--- config.mk ---
export PLATFORM = sky130hd
export DESIGN_NAME = pulse_period_meter_flat
export DESIGN_NICKNAME = d
export VERILOG_FILES = /design/src/rtl/pulse_period_meter_if.sv /design/src/rtl/pulse_period_meter.sv /design/src/flat_wrapper.sv
export SDC_FILE = /design/constraint.sdc
export NUM_CORES = 1
export LEC_CHECK = 0
export BUFFER_PORTS_ARGS = -buffer_cell sky130_fd_sc_hd__buf_2
export CORE_AREA = 4 4 51 53
export CTS_CLUSTER_DIAMETER = 30
export DETAILED_ROUTE_END_ITERATION = 12
export DIE_AREA = 0 0 55 57
export GPL_TIMING_DRIVEN = 0
export PLACE_DENSITY = 0.74
export REMOVE_ABC_BUFFERS = 1
export SLEW_MARGIN = 20
export SYNTH_ARGS = -nofsm -noshare
export SYNTH_HDL_FRONTEND = slang
export SYNTH_SLANG_ARGS = --single-unit
--- constraint.sdc ---
create_clock -name clk -period 1.7 [get_ports clk]
set_input_delay 0.255 -clock clk [delete_from_list [all_inputs] [get_ports clk]]
set_output_delay 0.255 -clock clk [all_outputs]
set_load 0.005 [all_outputs]
--- src/rtl/pulse_period_meter_if.sv ---
// Strobe-in / measurement-out bundle for pulse_period_meter.
// The stimulus side uses master and the meter uses slave.
interface pulse_period_meter_if #(
  parameter int N = 8
);
  logic         ena;
  logic         pulse_in;
  logic [N-1:0] ticks;
  logic         valid;
  logic         locked;
  logic         overflow;

  modport master (
    output ena,
    output pulse_in,
    input  ticks,
    input  valid,
    input  locked,
    input  overflow
  );

  modport slave (
    input  ena,
    input  pulse_in,
    output ticks,
    output valid,
    output locked,
    output overflow
  );
endinterface

--- src/rtl/pulse_period_meter.sv ---
// Measures the enabled-clock distance between single-cycle strobes and reports it
// as ticks (period - 1), with lock tracking and a sticky overflow flag.
module pulse_period_meter #(
  parameter int N          = 8,
  parameter int LOCK_COUNT = 4
) (
  input  logic                  clk,
  input  logic                  rst,
  pulse_period_meter_if.slave   bus
);

  localparam int MW = $clog2(LOCK_COUNT + 1);

  localparam logic [0:0]    ST_IDLE    = 1'b0;
  localparam logic [0:0]    ST_MEASURE = 1'b1;

  localparam logic [N-1:0]  CNT_ZERO   = {N{1'b0}};
  localparam logic [N-1:0]  CNT_MAX    = {N{1'b1}};
  localparam logic [N-1:0]  CNT_ONE    = N'(1'b1);
  localparam logic [MW-1:0] MATCH_ZERO = {MW{1'b0}};
  localparam logic [MW-1:0] MATCH_ONE  = MW'(1'b1);
  localparam logic [MW-1:0] MATCH_MAX  = MW'(LOCK_COUNT);

  logic [0:0]    state_r,    state_s;
  logic [N-1:0]  cnt_r,      cnt_s;
  logic [N-1:0]  ticks_r,    ticks_s;
  logic [MW-1:0] match_r,    match_s;
  logic          valid_r,    valid_s;
  logic          locked_r,   locked_s;
  logic          overflow_r, overflow_s;

  // Next-state and next-output computation; valid defaults low every cycle.
  always_comb begin
    state_s    = state_r;
    cnt_s      = cnt_r;
    ticks_s    = ticks_r;
    match_s    = match_r;
    valid_s    = 1'b0;
    locked_s   = locked_r;
    overflow_s = overflow_r;

    if (bus.ena) begin
      case (state_r)
        ST_IDLE: begin
          if (bus.pulse_in) begin
            cnt_s   = CNT_ZERO;
            state_s = ST_MEASURE;
          end else begin
            state_s = ST_IDLE;
          end
        end
        ST_MEASURE: begin
          if (bus.pulse_in) begin
            // A pulse at cnt==max still wins over the overflow path.
            ticks_s    = cnt_r;
            valid_s    = 1'b1;
            cnt_s      = CNT_ZERO;
            overflow_s = 1'b0;
            if ((match_r == MATCH_ZERO) || (cnt_r != ticks_r)) begin
              match_s = MATCH_ONE;
            end else if (match_r < MATCH_MAX) begin
              match_s = match_r + MATCH_ONE;
            end else begin
              match_s = MATCH_MAX;
            end
            locked_s = (match_s == MATCH_MAX);
          end else if (cnt_r == CNT_MAX) begin
            overflow_s = 1'b1;
            match_s    = MATCH_ZERO;
            locked_s   = 1'b0;
            state_s    = ST_IDLE;
          end else begin
            cnt_s = cnt_r + CNT_ONE;
          end
        end
        default: begin
          state_s  = ST_IDLE;
          cnt_s    = CNT_ZERO;
          match_s  = MATCH_ZERO;
          locked_s = 1'b0;
        end
      endcase
    end else begin
      state_s = state_r;
    end
  end

  // State and output registers with synchronous reset taking priority over ena.
  always_ff @(posedge clk) begin
    if (rst) begin
      state_r    <= ST_IDLE;
      cnt_r      <= CNT_ZERO;
      ticks_r    <= CNT_ZERO;
      match_r    <= MATCH_ZERO;
      valid_r    <= 1'b0;
      locked_r   <= 1'b0;
      overflow_r <= 1'b0;
    end else begin
      state_r    <= state_s;
      cnt_r      <= cnt_s;
      ticks_r    <= ticks_s;
      match_r    <= match_s;
      valid_r    <= valid_s;
      locked_r   <= locked_s;
      overflow_r <= overflow_s;
    end
  end

  assign bus.ticks    = ticks_r;
  assign bus.valid    = valid_r;
  assign bus.locked   = locked_r;
  assign bus.overflow = overflow_r;

endmodule

--- src/flat_wrapper.sv ---
// flat-port wrapper written by rule: the top's interface ports become plain ports
module pulse_period_meter_flat 
#(
  parameter int N          = 8,
  parameter int LOCK_COUNT = 4
)
  (clk, rst, bus_ena, bus_pulse_in, bus_ticks, bus_valid, bus_locked, bus_overflow);
  pulse_period_meter_if #(.N(N)) bus_i ();
  input  logic clk;
  input  logic rst;
  input wire logic [$bits(bus_i.ena)-1:0] bus_ena;
  input wire logic [$bits(bus_i.pulse_in)-1:0] bus_pulse_in;
  output wire logic [$bits(bus_i.ticks)-1:0] bus_ticks;
  output wire logic [$bits(bus_i.valid)-1:0] bus_valid;
  output wire logic [$bits(bus_i.locked)-1:0] bus_locked;
  output wire logic [$bits(bus_i.overflow)-1:0] bus_overflow;
  assign bus_i.ena = bus_ena;
  assign bus_i.pulse_in = bus_pulse_in;
  assign bus_ticks = bus_i.ticks;
  assign bus_valid = bus_i.valid;
  assign bus_locked = bus_i.locked;
  assign bus_overflow = bus_i.overflow;
  pulse_period_meter #(.N(N), .LOCK_COUNT(LOCK_COUNT)) u_core (.clk(clk), .rst(rst), .bus(bus_i));
endmodule
==> metrics.md <==
| Metric | Value |
|---|---|
| Yosys top cell area share | 40.6% |
| Routed len/inst | 13.4 um |
| Layout cells sized above 1 | 26.2% |
| Fraction of the cycle the final worst path needs | 97.7% |
| Post-DRT Antenna Nets | 0 |
| DR vias/cell | 5.66 |
| Critical path required time | 1960 ps |
| Overall Power | 0.858 mW |
| Core box area | 2150 um^2 |
| Post-route setup slack | 39.6 ps |
| Static Leak | 0.474 nW |
| Netlist cell types | 40 |
| Worst path arrival time | 1930 ps |
| Total GRT Usage | 16.9% |
| H-Tree Depth | 1 |
| DR pass1 iterations | 4 |
| Yosys reg bits | 23 |
| Port Buffer Count | 14 |
| Avg Inst Size Synth | 8.27 um^2 |
| Hold_buf cts | 0 |
| Post-synthesis simple-gate area fraction | 22.8% |
| Worst Tran Pin Value | 354 ps |
| CP startpoint kind | flip-flop |
| Gr ovfl total | 0 |
| Clk pwr share | 30.1% |
| Final hold slack | 291 ps |
| Max FO, Critical Path | 3 |
| Pins Over Slew Limit | 0 |
| Cell Rows | 17 |
| Tmin final | 1660 ps |
| Power density cells | 667 nW/um^2 |
| RePlAce Congestion | 0.831 |
| Root Buffer | clkbuf_4 |
| Nets | 157 |
| Width of the die | 55 um |
| Yosys warnings | 0 |
| Initial core utilization | 52.8% |
| Achievable Freq | 602 MHz |
| Post-synth ARST share | 0% |
| Final hold vios | 0 |
| Switching pwr | 0.205 mW |
| Sink Count | 23 |
| Post-Synth XOR/XNOR Area | 6.95% |
| # fillers | 197 |
| Final setup fails | 0 |
| Total vias in the final route | 1001 |
| HPWL Detailed | 1720 um |
| FF+latch area | 470 um^2 |
| Hold Path Class | in -> reg |
| Pre-CTS setup slack | 3.67 ps |
| Clock Latency Late Sink | 310 ps |
| CTS tree | yes |
| Area of the multi-input gates | 633 um^2 |
| Max_cap viols | 0 |
| Clock buffer count from CTS | 3 |
| Switching Fraction | 23.9% |
| EDFF count, synth | 0 |
| First-pass GRT wire length | 4000 um |
| Sequential power share | 63.9% |
| Synth Area in Adders | 3.31% |
| Cell count after placement | 170 |
| Kind of critical path | reg -> reg |
| Setup Skew | 3.14 ps |
| Pin count of the biggest net entering global routing | 18 |
| Die H | 57 um |
| Ys flop type | dfxtp_1 |
| Vias in the first global route | 919 |
| Sequential area share after synthesis | 40.6% |
| I/O pins | 15 |
| Maximum vdd drop | 0.439 mV |
| Detailed Route WL | 2380 um |
| Finished Layout Cells | 177 |
| Unrepaired setup endpoints after global routing | yes |
| Comb power frac | 6.0% |
| Main combinational cell family by area after synthesis | simple AND/OR/NAND/NOR gates |
| Die area | 3140 um^2 |
| Post-synth top area cell | dfxtp_1 |
| Initial antenna violation count | 0 |
| Post-Syn Instances | 137 |
| CP endpoint kind | flip-flop |
| Relative slew slack | 76.3% |
| Layout Area Growth over Synthesis | 13.5% |
| CTS max path bufs | 2 |
| Synth top area cells | dfxtp_1, nand2_1, a21oi_1 |
| Mux share of post-synthesis cell area | 0.883% |
| Status | finished clean |
| Post-Synthesis Cell Area | 1130 um^2 |
| # DRC | 0 |
| Antenna diodes | 0 |
| Internal Power | 0.653 mW |
| Synth Area in Compound Gates | 19.2% |
| Clock Pin Slew Worst Setup and Hold Paths | 130 ps |
| Initial DRC Count | 35 |
[flip-flops by register name, summed over array words and instances (netlist names)]
signal	cells
u_core.bus.ticks	8
u_core.bus.overflow	1
u_core.cnt_r	8
u_core.bus.locked	1
u_core.state_r	1
u_core.bus.valid	1
u_core.match_r	3
[area by class of cell]
type,instances,share of cell area (%)
Inverter,7,2.24
Clock buffer,4,2.04
Sequential cell,23,36.6
Tap cell,28,2.72
Timing Repair Buffer,17,7.20
Multi-Input combinational cell,98,49.2
[cell usage in the layout, fill, tap and decap left out, types with 2 or more instances in the layout]
| cell type | count |
|---|---|
| inv_1 | 3 |
| xnor2_1 | 5 |
| xor2_1 | 4 |
| nor3_1 | 4 |
| nand2b_1 | 3 |
| o21ai_0 | 3 |
| dfxtp_1 | 17 |
| a21oi_1 | 14 |
| inv_2 | 3 |
| nor2_1 | 9 |
| dfxtp_2 | 5 |
| nor4bb_1 | 2 |
| buf_2 | 14 |
| nand2_1 | 20 |
| buf_4 | 3 |
| clkbuf_4 | 3 |
| nand3_1 | 4 |
| nand4_1 | 3 |
[metrics by stage]
stage | TNS, ps | cell area (um^2) | util (%)
floorplan | 0 | 1090 | -
global placement | 0 | 1190 | 55.6
detailed placement | 0 | 1190 | 55.6
CTS | 0 | 1230 | 57.1
global route | -103 | 1290 | 59.9
finish | 0 | 1290 | 59.9
[power groups by stage]
stage	Combinational, mW	Clock [mW]	Sequential [mW]
floorplan	0.0247	0	0.559
global placement	0.0452	0	0.561
detailed placement	0.0463	0	0.561
CTS	0.0466	0.261	0.549
global route	0.0571	0.281	0.550
finish	0.0514	0.258	0.549
[Yosys cell counts (all sizes together), types with 2 or more instances]
cell type	count
dfxtp	23
nand2	20
a21oi	14
nor2	10
inv	7
clkbuf	6
nor3	5
xnor2	5
nand3	4
xor2	4
buf	3
ha	3
nand2b	3
nand4	3
o21ai	3
a211oi	2
nor4bb	2
[logic make-up (layout without fill, tap and decap cells)]
logic type | Yosys count | after routing
and+or+nand+nor | 52 | 52
muxes | 1 | 1
AOI/OAI and AO/OA | 33 | 33
buffers and inverters | 16 | 28
xor gates and xnor gates | 9 | 9
adders and majority gates | 3 | 3
DFF | 23 | 23
[routing by layer]
layer  global-route usage (%)  up-vias  routed length (um)
li1                         -      507                   -
met1                     22.1      472                1060
met2                     28.2       18                1210
met3                     2.35        4                  84
met4                     5.21        0                  27
met5                        0        -                   0
[timing repair]
action,4_1_cts,5_1_grt
buffers inserted,0,3
pin swaps,4,7
resized for setup,1,16
endpoints found under the setup margin,4,10
[path summary, 6_finish.rpt]
check | from | slack [ps] | cells past startpoint | end
setup / recovery | u_core.match_r[0] | 40 | 6 | u_core.match_r[1]
setup reg to reg | u_core.match_r[0] | 40 | 6 | u_core.match_r[1]
hold / removal | rst | 290 | 2 | u_core.cnt_r[6]
hold reg to reg | u_core.bus.ticks[2] | 490 | 2 | u_core.bus.ticks[2]
[critical path, cell delays in order, from the launching register on]
cell and delay [ps]:
dfxtp_4 390, inv_4 40, ha_4 140, a222oi_1 300, nand4_1 250, nor3_2 290, a32o_1 190
Power figures use the tool's default switching activity.
